<file path="src/rtl/fft_bin_streamer_if.sv">
// Handshake bundle between an FFT core's parallel result bus and the bin streamer.
// slave is the streamer's view; master is the producer/consumer side.
interface fft_bin_streamer_if #(
    parameter int unsigned N_POINTS = 16,
    parameter int unsigned WIDTH    = 16
);
    localparam int unsigned IDXW = $clog2(N_POINTS);

    logic                      in_valid;
    logic                      in_ready;
    logic [N_POINTS*WIDTH-1:0] in_re;
    logic [N_POINTS*WIDTH-1:0] in_im;
    logic                      in_fmt;
    logic                      out_valid;
    logic                      out_ready;
    logic [WIDTH-1:0]          out_re;
    logic [WIDTH-1:0]          out_im;
    logic [IDXW-1:0]           out_index;
    logic                      out_last;
    logic                      out_sat;

    modport master (
        output in_valid, in_re, in_im, in_fmt, out_ready,
        input  in_ready, out_valid, out_re, out_im, out_index, out_last, out_sat
    );

    modport slave (
        input  in_valid, in_re, in_im, in_fmt, out_ready,
        output in_ready, out_valid, out_re, out_im, out_index, out_last, out_sat
    );
endinterface

</file>
<file path="src/rtl/fft_bin_streamer.sv">
// Captures one N-point complex FFT frame from a parallel bus and streams the
// bins out in natural order, one per beat, with optional sign-magnitude output.
module fft_bin_streamer #(
    parameter int unsigned N_POINTS = 16,
    parameter int unsigned WIDTH    = 16,
    parameter int unsigned REV_MODE = 0
) (
    input  logic              clk,
    input  logic              reset,
    fft_bin_streamer_if.slave bus
);
    localparam int unsigned     IDXW   = $clog2(N_POINTS);
    localparam logic [IDXW-1:0] LAST_K = IDXW'(N_POINTS - 1);

    typedef enum logic {IDLE, STREAM} state_t;

    state_t           r_state;
    state_t           w_next_state;
    logic [WIDTH-1:0] r_re [N_POINTS];
    logic [WIDTH-1:0] r_im [N_POINTS];
    logic             r_fmt;
    logic [IDXW-1:0]  r_k;

    logic             w_in_ready;
    logic             w_out_valid;
    logic             w_last;
    logic             w_in_fire;
    logic             w_out_fire;
    logic [IDXW-1:0]  w_slot;
    logic [WIDTH:0]   w_fmt_re;
    logic [WIDTH:0]   w_fmt_im;

    // Slot holding natural bin k, given how the FFT core orders its outputs.
    function automatic logic [IDXW-1:0] slot_of(input logic [IDXW-1:0] k);
        logic [IDXW-1:0] src;
        logic [IDXW-1:0] dst;
        src = k;
        dst = '0;
        if (REV_MODE == 1) begin
            for (int unsigned b = 0; b < IDXW; b++) begin
                dst = (dst << 1) | IDXW'(src & IDXW'(1));
                src = src >> 1;
            end
        end else if (REV_MODE == 2) begin
            for (int unsigned d = 0; d < IDXW / 2; d++) begin
                dst = (dst << 2) | IDXW'(src & IDXW'(3));
                src = src >> 2;
            end
        end else begin
            dst = k;
        end
        return dst;
    endfunction

    // Returns {saturated, formatted value}. The most negative code has no
    // positive magnitude, so it clamps to the largest sign-magnitude negative.
    function automatic logic [WIDTH:0] to_sm(input logic [WIDTH-1:0] v, input logic fmt);
        logic [WIDTH-1:0] mag;
        mag = -v;
        if (!fmt || !v[WIDTH-1]) begin
            return {1'b0, v};
        end
        if (v == {1'b1, {(WIDTH-1){1'b0}}}) begin
            return {1'b1, {WIDTH{1'b1}}};
        end
        return {1'b0, 1'b1, mag[WIDTH-2:0]};
    endfunction

    assign w_in_fire  = bus.in_valid && w_in_ready;
    assign w_out_fire = w_out_valid && bus.out_ready;

    // Frame buffer: each slot loads from its lane of the parallel bus on capture.
    for (genvar g = 0; g < N_POINTS; g++) begin : g_slot
        // Per-slot capture register.
        always_ff @(posedge clk or posedge reset) begin
            if (reset) begin
                r_re[g] <= '0;
                r_im[g] <= '0;
            end else if (w_in_fire) begin
                r_re[g] <= bus.in_re[g*WIDTH +: WIDTH];
                r_im[g] <= bus.in_im[g*WIDTH +: WIDTH];
            end
        end
    end

    // Output format is latched with the frame so mid-frame changes are ignored.
    always_ff @(posedge clk or posedge reset) begin
        if (reset) begin
            r_fmt <= 1'b0;
        end else if (w_in_fire) begin
            r_fmt <= bus.in_fmt;
        end
    end

    // Beat counter: restarts on every capture, wraps to 0 after the last beat.
    always_ff @(posedge clk or posedge reset) begin
        if (reset) begin
            r_k <= '0;
        end else if (w_in_fire) begin
            r_k <= '0;
        end else if (w_out_fire) begin
            r_k <= (r_k == LAST_K) ? '0 : r_k + 1'b1;
        end
    end

    // State register.
    always_ff @(posedge clk or posedge reset) begin
        if (reset) begin
            r_state <= IDLE;
        end else begin
            r_state <= w_next_state;
        end
    end

    // Next state: a capture at the last beat keeps streaming with no bubble.
    always_comb begin
        w_next_state = r_state;
        unique case (r_state)
            IDLE:   if (w_in_fire) w_next_state = STREAM;
            STREAM: if (w_out_fire && w_last && !w_in_fire) w_next_state = IDLE;
            default: w_next_state = IDLE;
        endcase
    end

    // Outputs: handshake flags plus the formatted bin selected by the counter.
    always_comb begin
        w_out_valid   = (r_state == STREAM);
        w_last        = w_out_valid && (r_k == LAST_K);
        w_in_ready    = !reset && ((r_state == IDLE) || (w_out_valid && bus.out_ready && w_last));
        w_slot        = slot_of(r_k);
        w_fmt_re      = to_sm(r_re[w_slot], r_fmt);
        w_fmt_im      = to_sm(r_im[w_slot], r_fmt);
        bus.in_ready  = w_in_ready;
        bus.out_valid = w_out_valid;
        bus.out_last  = w_last;
        bus.out_index = r_k;
        bus.out_re    = w_out_valid ? w_fmt_re[WIDTH-1:0] : '0;
        bus.out_im    = w_out_valid ? w_fmt_im[WIDTH-1:0] : '0;
        bus.out_sat   = w_out_valid && (w_fmt_re[WIDTH] || w_fmt_im[WIDTH]);
    end
endmodule
</file>
<file path="src/flat_wrapper.sv">
// flat-port wrapper written by rule: the top's interface ports become plain ports
module fft_bin_streamer_flat 
#(
    parameter int unsigned N_POINTS = 16,
    parameter int unsigned WIDTH    = 16,
    parameter int unsigned REV_MODE = 0
)
  (clk, reset, bus_in_valid, bus_in_re, bus_in_im, bus_in_fmt, bus_out_ready, bus_in_ready, bus_out_valid, bus_out_re, bus_out_im, bus_out_index, bus_out_last, bus_out_sat);
  fft_bin_streamer_if #(.N_POINTS(N_POINTS), .WIDTH(WIDTH)) bus_i ();
  input  logic clk;
  input  logic reset;
  input wire logic [$bits(bus_i.in_valid)-1:0] bus_in_valid;
  input wire logic [$bits(bus_i.in_re)-1:0] bus_in_re;
  input wire logic [$bits(bus_i.in_im)-1:0] bus_in_im;
  input wire logic [$bits(bus_i.in_fmt)-1:0] bus_in_fmt;
  input wire logic [$bits(bus_i.out_ready)-1:0] bus_out_ready;
  output wire logic [$bits(bus_i.in_ready)-1:0] bus_in_ready;
  output wire logic [$bits(bus_i.out_valid)-1:0] bus_out_valid;
  output wire logic [$bits(bus_i.out_re)-1:0] bus_out_re;
  output wire logic [$bits(bus_i.out_im)-1:0] bus_out_im;
  output wire logic [$bits(bus_i.out_index)-1:0] bus_out_index;
  output wire logic [$bits(bus_i.out_last)-1:0] bus_out_last;
  output wire logic [$bits(bus_i.out_sat)-1:0] bus_out_sat;
  assign bus_i.in_valid = bus_in_valid;
  assign bus_i.in_re = bus_in_re;
  assign bus_i.in_im = bus_in_im;
  assign bus_i.in_fmt = bus_in_fmt;
  assign bus_i.out_ready = bus_out_ready;
  assign bus_in_ready = bus_i.in_ready;
  assign bus_out_valid = bus_i.out_valid;
  assign bus_out_re = bus_i.out_re;
  assign bus_out_im = bus_i.out_im;
  assign bus_out_index = bus_i.out_index;
  assign bus_out_last = bus_i.out_last;
  assign bus_out_sat = bus_i.out_sat;
  fft_bin_streamer #(.N_POINTS(N_POINTS), .WIDTH(WIDTH), .REV_MODE(REV_MODE)) u_core (.clk(clk), .reset(reset), .bus(bus_i));
endmodule
</file>
<file path="config.mk">
export PLATFORM = sky130hd
export DESIGN_NAME = fft_bin_streamer_flat
export DESIGN_NICKNAME = d
export VERILOG_FILES = /design/src/rtl/fft_bin_streamer_if.sv /design/src/rtl/fft_bin_streamer.sv /design/src/flat_wrapper.sv
export SDC_FILE = /design/constraint.sdc
export NUM_CORES = 1
export LEC_CHECK = 0
export CORE_AREA = 2 2 219 221
export DETAILED_ROUTE_END_ITERATION = 6
export DIE_AREA = 0 0 221 223
export GPL_TIMING_DRIVEN = 0
export HOLD_SLACK_MARGIN = 0.08
export PLACE_DENSITY = 0.89
export SLEW_MARGIN = 10
export SYNTH_ARGS = -nofsm -noshare
export SYNTH_HDL_FRONTEND = slang
export SYNTH_SLANG_ARGS = --single-unit
</file>
<file path="constraint.sdc">
create_clock -name clk -period 30.9 [get_ports clk]
set_input_delay 4.635 -clock clk [delete_from_list [all_inputs] [get_ports clk]]
set_output_delay 4.635 -clock clk [all_outputs]
set_load 0.01 [all_outputs]
</file>
* Word level (Yosys, flattened, before mapping)
Index checks and enable logic that the tools add are counted.
W data, S select, Z words.
** Cells by class
- Add/sub/neg operators :: 3
- $lt $le $gt $ge :: 1
- Equality and inequality tests :: 3
- Mux-type cells :: 28
- Bitwise logic cells :: 2
- Reductions and logical operators :: 17
** Operator list (number)
- $mux W17 :: 8
- $bmux W16 S4 :: 2
- $mux W16 :: 6
- $eq A16 B16 Y1 const B :: 2
- $neg A15 Y15 :: 2
- $mux W4 :: 3
- $mux W1 :: 8
- $logic_and A1 B1 Y1 :: 7
- $ge A5 B5 Y1 const B :: 1
- $logic_not A1 Y1 :: 5
- $not A4 Y5 :: 1
- $add A4 B1 Y4 const B :: 1
- $eq A4 B4 Y1 const B :: 1
- $logic_or A1 B1 Y1 :: 4
- $pmux W1 S2 :: 1
- $reduce_bool A2 Y1 :: 1
- $not A1 Y1 :: 1
** Storage, ports and cells
- Bits in registers :: 518
- Input bits :: 517
- Output and inout bits :: 40
- Logic and storage cells :: 89

* Logic depth before layout (Yosys ltp)
- Depth in word-level cells :: 12
- Gate-level depth with buffers :: 15

* Worst setup path before layout
Ideal clock, no wire load.
- Path kind :: input to output
- Start point :: input port bus_out_ready
- End point :: output port bus_in_ready
- Arrival time :: 4933 ps
- Data required time :: 26265 ps
- Path slack :: 21332 ps
- Stages on the path :: 2
- Cell sequence :: nand2_1 -> a21oi_1
** On the way
- Cells in the longest elaborated chain, start to end :: 4
** RTL lines
- start: declaration :: RTL line flat_wrapper.sv:16 : input wire logic [$bits(bus_i.out_ready)-1:0] bus_out_ready;
- $logic_and A1 B1 Y1 (2 in a row) :: RTL line fft_bin_streamer.sv:129 : w_in_ready = !reset && ((r_state == IDLE) || (w_out_valid && bus.out_ready && w_last));
- $logic_or A1 B1 Y1 :: RTL line fft_bin_streamer.sv:129
- $logic_and A1 B1 Y1 :: RTL line fft_bin_streamer.sv:129
- end: declaration :: RTL line flat_wrapper.sv:17 : output wire logic [$bits(bus_i.in_ready)-1:0] bus_in_ready;
No other way between the ends.

* Final worst setup path
- Start point :: register u_core.r_k[2] (netlist: u_core.bus.out_index[2])
- End point :: output port bus_out_im[1]
** On the way
- Cells in the longest elaborated chain, start to end :: 10
- Elaborated cells between the ends (all ways) :: 16
- Those cells by class :: add/sub (1); eq/ne (1); mux (11); bitwise (1); reduce/logical (2)
** RTL lines
- start: declaration :: RTL line fft_bin_streamer.sv:22 : logic [IDXW-1:0] r_k;
- start signal: assignment :: RTL line fft_bin_streamer.sv:102 : r_k <= (r_k == LAST_K) ? '0 : r_k + 1'b1;
- $not A4 Y5 (implied by the code) * :: RTL line fft_bin_streamer.sv:132 : w_fmt_im = to_sm(r_im[w_slot], r_fmt);
- $bmux W16 S4 * :: RTL line fft_bin_streamer.sv:132
- $mux W16 (implied by the code) * (2 in a row) :: RTL line fft_bin_streamer.sv:132
- parallel branches: the longest is 4 deep, another holds $neg A15 Y15
- $mux W17 * :: RTL line fft_bin_streamer.sv:63 : if (v == {1'b1, {(WIDTH-1){1'b0}}}) begin
- $mux W16 * :: RTL line fft_bin_streamer.sv:138 : bus.out_im = w_out_valid ? w_fmt_im[WIDTH-1:0] : '0;
- end: declaration :: RTL line flat_wrapper.sv:20 : output wire logic [$bits(bus_i.out_im)-1:0] bus_out_im;
Every way passes the cells marked *. The select of a mux whose other input is x is not followed.

==> impl_metrics.tcl <==
set metrics [dict create \
    ys_top_cells_by_area "dfrtp_1 (54%), mux2_2 (24%), mux4_2 (13%)" \
    postCtsSetupBuffers 0 \
    required_ps 26270 \
    p_leak_nw 13.0 \
    cp-start-kind "flop" \
    hold_start "u_core.r_re[10]" \
    maxSlewHeadroom 0.148 \
    grt_max_degree 124 \
    cts_tree "built" \
    drive_gt1_frac 0.374 \
    nFillCells 3100 \
    grt_antenna_before_repair 12 \
    cp-end-kind "output port" \
    cp_data_arrival_time_ps 6690 \
    cap_violations 0 \
    postCtsResizedCells 0 \
    clockPowerShare 0.186 \
    max_freq_mhz 88.3 \
    r2r-start "u_core.bus.out_index[2]" \
    synth_edf_count 0 \
    grtUsageTotal 0.362 \
    first_global_vias 18673 \
    cts_hold_buf 0 \
    rows 80 \
    final.period_utilization 0.367 \
    power.share.sequential 0.338 \
    place.gp.congestion 0.902 \
    layout.nets 2653 \
    vias 17428 \
    switchingPower_mw 1.31 \
    htreeDepth 2 \
    internal-power_mw 2.31 \
    yosys.area.top_type_share 0.538 \
    irDropWorstVdd_mv 0.0732 \
    layout_common_cells "clkdlybuf4s50_1 (556), dfrtp_1 (518), mux2_2 (515)" \
    setup-tns-final_ps 0 \
    syn_to_final_growth_pct 34.3 \
    dp_hpwl_um 65300 \
    synth_nets 2037 \
    ant_nets 0 \
    yosys_warnings 0 \
    pin_count 557 \
    cts_max_path_buffers 3 \
    wl_um 89000 \
    netlist_area_um2 24100 \
    swShare 0.362 \
    synth.avg_cell_area_um2 15.9 \
    die-area_um2 49300 \
    first_pass_iters 5 \
    syn-instance-count 1517 \
    synth_top_cell_by_area "dfrtp_1" \
    root_buffer "clkbuf_16" \
    core_area_um2 47100 \
    rsz0062_at_grt "no" \
    vias_per_cell 6.23 \
    dp_slack_ps 20080 \
    finalSetupViolations 0 \
    crit_start "u_core.bus.out_index[2]" \
    cellPowerDensity_nw_per_um2 112 \
    path_class "reg2out" \
    cts_made_buffers 54 \
    drt_iter0_markers 1579 \
    die_h_um 223 \
    io_buffers 556 \
    wl_per_cell_um 31.8 \
    slew_viol_final 0 \
    cts.sinks 518 \
    final_common_cell "clkdlybuf4s50_1" \
    ys_seq_area_frac 0.538 \
    setup_slack_ps 19570 \
    gr-total-overflow 0 \
    clk_pin_slew_ps 60 \
    insertion_delay_ps 610 \
    synthArstFlopShare 1.00 \
    synth_seq_cells 518 \
    grt_pass1_wl_um 128000 \
    finClkSkew_ps 10.9 \
    period_needed_ps 11330 \
    hp-class "reg2reg" \
    die_x_um 221 \
    power.share.combinational 0.476 \
    worstMarginPinSlew_ps 1280 \
    worst-path-max-fanout 10 \
    yosys_most_used_dff "dfrtp_1" \
    initial_core_util 0.511 \
    multi_input_area_um2 10500 \
    post-route-drc-count 0 \
    final_hold_viol_count 0 \
    ff_latch_area_um2 13000 \
    status "complete, no violations" \
    synth_cell_type_count 53 \
]
power by group through the flow:
stage	Combinational (mW)	Sequential (mW)	Clock [mW]
floorplan	1.07	1.14	0
global placement	1.65	1.19	0
detailed placement	1.70	1.22	0
CTS	1.71	1.21	0.674
global route	1.80	1.25	0.701
finish	1.72	1.22	0.671
cells in the mapped netlist (3+ instances only):
| cell type | number |
|---|---|
| a31oi_1 | 8 |
| buf_4 | 7 |
| nand3_1 | 14 |
| mux2i_1 | 24 |
| nor3_2 | 4 |
| nand2_1 | 24 |
| inv_1 | 7 |
| o211ai_1 | 3 |
| and2_1 | 8 |
| clkbuf_1 | 51 |
| xor2_1 | 5 |
| nor4_1 | 4 |
| dfrtp_1 | 518 |
| and3_1 | 4 |
| or3_1 | 5 |
| mux4_2 | 143 |
| o21ai_0 | 17 |
| a21oi_1 | 25 |
| buf_1 | 5 |
| xnor2_1 | 5 |
| ha_1 | 3 |
| buf_2 | 28 |
| nand4_1 | 5 |
| a22oi_1 | 6 |
| mux2_2 | 515 |
| nor2b_1 | 3 |
| a221oi_1 | 8 |
| buf_6 | 14 |
| nor2_1 | 18 |
stage by stage:
step / utilization / cell area [um2] / power (mW) / std cells / hold WS [ps]
5_1_grt: 0.686 / 32400 / 3.75 / 2795 / 508
2_1_floorplan: - / 24100 / 2.21 / 1517 / 475
6_report: 0.686 / 32400 / 3.61 / 2796 / 503
4_1_cts: 0.686 / 32300 / 3.59 / 2788 / 504
3_5_place_dp: 0.648 / 30500 / 2.92 / 2692 / 490
3_3_place_gp: 0.645 / 30400 / 2.85 / 2688 / 483
state kept, by name, summed over array words and instances, names as in the netlist:
name and flops:
u_core.bus.out_valid 1, u_core.r_fmt 1, u_core.r_im 256, u_core.r_re 256
u_core.bus.out_index 4
routing by layer:
layer | vias to the layer above | GRT usage | share of wire
met5 | - | 0 | 0.00082
met4 | 12 | 0.163 | 0.049
met3 | 227 | 0.108 | 0.091
met2 | 950 | 0.578 | 0.48
met1 | 9256 | 0.459 | 0.38
li1 | 6983 | - | -
critical path: stages (launching register included):
cell             delay, ps
dfrtp_1                460
buf_2                  250
buf_2                  460
buf_1                  950
clkbuf_1               920
mux4_2                 500
inv_1                  110
ha_1                   180
inv_1                   80
or4_4                  580
nor3_4                 290
nand4_2                330
a31oi_1                290
clkdlybuf4s50_1        670
kinds of logic (layout without fill, tap and decap cells):
family,count (synthesis),after routing,synth area share
and+or+nand+nor,104,104,0.0246
adders and majority gates,3,3,0.00156
buffers and inverters,114,770,0.0247
other,0,8,0
xor gates and xnor gates,10,10,0.00364
AOI/OAI and AO/OA,86,86,0.0232
DFF,518,518,0.538
muxes,682,682,0.384
final cells by class:
| cell class | instances | share of cell area |
|---|---|---|
| clock buffer | 76 | 0.0490 |
| tap | 615 | 0.0238 |
| buffer | 105 | 0.0173 |
| inverter | 9 | 0.00128 |
| timing repair buffer | 560 | 0.175 |
| sequential | 518 | 0.401 |
| multi-input combinational | 885 | 0.326 |
| antenna | 8 | 0.000619 |
| clock inverter | 20 | 0.00661 |
worst paths after layout:
kind / cells after the start / slack, ps / end
min in group asynchronous: 2 / 4540 / u_core.r_im[96]
min: 1 / 500 / u_core.r_re[10]
max in group asynchronous: 4 / 24890 / u_core.r_im[206]
max reg2reg: 11 / 25950 / u_core.r_re[85]
min reg2reg: 1 / 500 / u_core.r_re[10]
max: 13 / 19570 / bus_out_im[1]
No activity file was read; power rests on OpenSTA's default activity.
==> RTL change, RTL diff (same settings) <==
`REV_MODE` is set to 0 in 2 places; all go to 1.
--- a/src/rtl/fft_bin_streamer.sv
+++ b/src/rtl/fft_bin_streamer.sv
@@ -3,7 +3,7 @@
 module fft_bin_streamer #(
     parameter int unsigned N_POINTS = 16,
     parameter int unsigned WIDTH    = 16,
-    parameter int unsigned REV_MODE = 0
+    parameter int unsigned REV_MODE = 1
 ) (
     input  logic              clk,
     input  logic              reset,
--- a/src/flat_wrapper.sv
+++ b/src/flat_wrapper.sv
@@ -3,7 +3,7 @@
 #(
     parameter int unsigned N_POINTS = 16,
     parameter int unsigned WIDTH    = 16,
-    parameter int unsigned REV_MODE = 0
+    parameter int unsigned REV_MODE = 1
 )
   (clk, reset, bus_in_valid, bus_in_re, bus_in_im, bus_in_fmt, bus_out_ready, bus_in_ready, bus_out_valid, bus_out_re, bus_out_im, bus_out_index, bus_out_last, bus_out_sat);
   fft_bin_streamer_if #(.N_POINTS(N_POINTS), .WIDTH(WIDTH)) bus_i ();
Behaviour: not the same (Yosys sat finds a counterexample within 4 cycles, from zero or initial values and one cycle with reset high).
==> RTL change against the unedited design <==
Sequential power about the same; design area increased by 0.61%; clock power decreased by 3%; final cell count increased by 2.4%; setup slack got worse by 0.12 ns; wire length increased by 3.5%; area after synthesis increased by 0.96%; power increased by 1.6%; sequential cell count unchanged; hold slack got worse by 0.00089 ns; fmax decreased by 1.1%; register-to-register slack got worse by 0.34 ns; critical path type unchanged; largest power group unchanged.
==> RTL change: results (changes against the unedited design) <==
{| class="wikitable"
! Metric !! Value
|-
| Synth Warn # || 0 (unchanged)
|-
| Relative slew slack || 22.84% (was 14.78%)
|-
| Worst hold margin || 0.5025 ns (was 0.5034 ns)
|-
| Static Leakage || 13.31 nW (was 13.05 nW)
|-
| Routed via count || 17980 (was 17430)
|-
| Worst reg-to-reg path cell count || 14 (was 11)
|-
| Maximum resistive drop on vdd || 0.06122 mV (was 0.07319 mV)
|-
| First-pass GRT wire length || 131.9 mm (was 128.2 mm)
|-
| Main synth FF type || dfrtp_1 (unchanged)
|-
| Final-layout fill cell count || 3136 (was 3100)
|-
| Initial antenna violation count || 11 (was 12)
|-
| Number of violations reported at the end of detailed-routing iteration 0 || 1628 (was 1579)
|-
| Post-CTS Resized || 0 (unchanged)
|-
| Run status || complete, no violations (unchanged)
|-
| Number of global-route vias before repair || 19050 (was 18670)
|-
| Highest-delay cell along the critical path || clkbuf_1 (was buf_1)
|-
| Most common library cells after synthesis || dfrtp_1 (518), mux2_2 (518), mux4_2 (102) (was dfrtp_1 (518), mux2_2 (515), mux4_2 (143))
|-
| Avg Inst Size Synth || 15.39 um^2 (was 15.88 um^2)
|-
| Post-place setup slack || 20.09 ns (was 20.08 ns)
|-
| Placed Cells || 2755 (was 2692)
|-
| Post-synth cell types || 70 (was 53)
|-
| Placed inst area || 0.03078 mm^2 (was 0.03055 mm^2)
|-
| Hold path startpoint || u_core.r_re[38] (was u_core.r_re[10])
|-
| Detail Placement HPWL || 67.37 mm (was 65.34 mm)
|-
| Peak fanout along the critical path || 11 (was 10)
|-
| Endpoint, Worst Hold || u_core.r_re[38] (was u_core.r_re[10])
|-
| Number of nets in the layout || 2716 (was 2653)
|-
| Switching Share || 37.54% (was 36.17%)
|-
| Worst Clk Skew || 0.01279 ns (was 0.01088 ns)
|-
| Net count of the mapped netlist || 2100 (was 2037)
|-
| Sequential area share after synthesis || 53.29% (was 53.80%)
|-
| Worst EP arrival || 6.81 ns (was 6.69 ns)
|-
| Worst-Skew Late Latency || 0.61 ns (about the same)
|-
| Wire length reported by the detailed router || 92.16 mm (was 89.01 mm)
|-
| Biggest area contributors in the synthesized netlist || dfrtp_1 (53%), mux2_2 (24%), mux4_2 (9.4%), mux2i_1 (2.3%), buf_2 (1.3%) (was dfrtp_1 (54%), mux2_2 (24%), mux4_2 (13%), mux2i_1 (1.0%), clkbuf_1 (0.79%))
|-
| H-Tree Depth || 2 (unchanged)
|-
| Crit-path max cell delay || 0.90 ns (was 0.95 ns)
|-
| FF-to-FF setup slack || 25.61 ns (was 25.95 ns)
|-
| Share of cells above drive strength 1 || 36.03% (was 37.37%)
|-
| Layout Cells excl Fill || 2863 (was 2796)
|-
| GRT Overall Usage || 37.29% (was 36.19%)
|-
| Final GP Congestion || 0.9069 (was 0.9018)
|-
| Reg-to-Reg End || u_core.r_re[84] (was u_core.r_re[85])
|}
## RTL change: layout make-up
cell class	instances	area, um^2	share of cell area [%]
antenna	11	27.53	0.08453
sequential	518	12960	39.81
inverter	8	37.54	0.1153
multi-input combinational	943	10700	32.86
timing repair buffer	560	5675	17.43
clock buffer	84	1625	4.991
buffer	111	629.4	1.933
tap	615	769.5	2.363
clock inverter	13	133.9	0.4111
## RTL change: worst max-delay path by stage
| stage | cells past startpoint | slack, ns | startpoint | endpoint |
|---|---|---|---|---|
| floorplan | 1 | 11.80 | reset | u_core.bus.out_index[0] |
| global placement | 2 | 6.57 | reset | u_core.r_im[124] |
| detailed placement | 4 | 20.09 | bus_out_ready | bus_in_ready |
| CTS | 12 | 19.62 | u_core.bus.out_index[1] | bus_out_im[9] |
| global route | 12 | 19.37 | u_core.bus.out_index[1] | bus_out_im[9] |
| finish | 12 | 19.45 | u_core.bus.out_index[1] | bus_out_im[9] |
## RTL change: metal layers
metal	wire length, um	GRT usage (%)	up-vias
met5	23	0	-
met4	5352	20.50	4
met3	7836	8.244	250
met2	43420	58.98	1081
met1	35520	48.24	9389
li1	-	-	7253
## RTL change: kinds of logic after synthesis
| logic type | share of synthesized area [%] |
|---|---|
| AO/OA/AOI/OAI | 4.074 |
| XOR/XNOR | 0.1800 |
| adder cells (fa/ha/maj) | 0.1543 |
| buffers and inverters | 2.711 |
| flip-flops | 53.29 |
| multiplexers | 36.99 |
| AND/OR/NAND/NOR | 2.603 |
## RTL change: power by group through the flow
stage / clock network (W) / logic (W) / registers [W]
after floorplan: 0 / 0.00110 / 0.00114
after global placement: 0 / 0.00172 / 0.00119
after detailed placement: 0 / 0.00176 / 0.00122
after CTS: 0.000657 / 0.00178 / 0.00121
after global routing: 0.000686 / 0.00187 / 0.00125
final: 0.000654 / 0.00179 / 0.00122
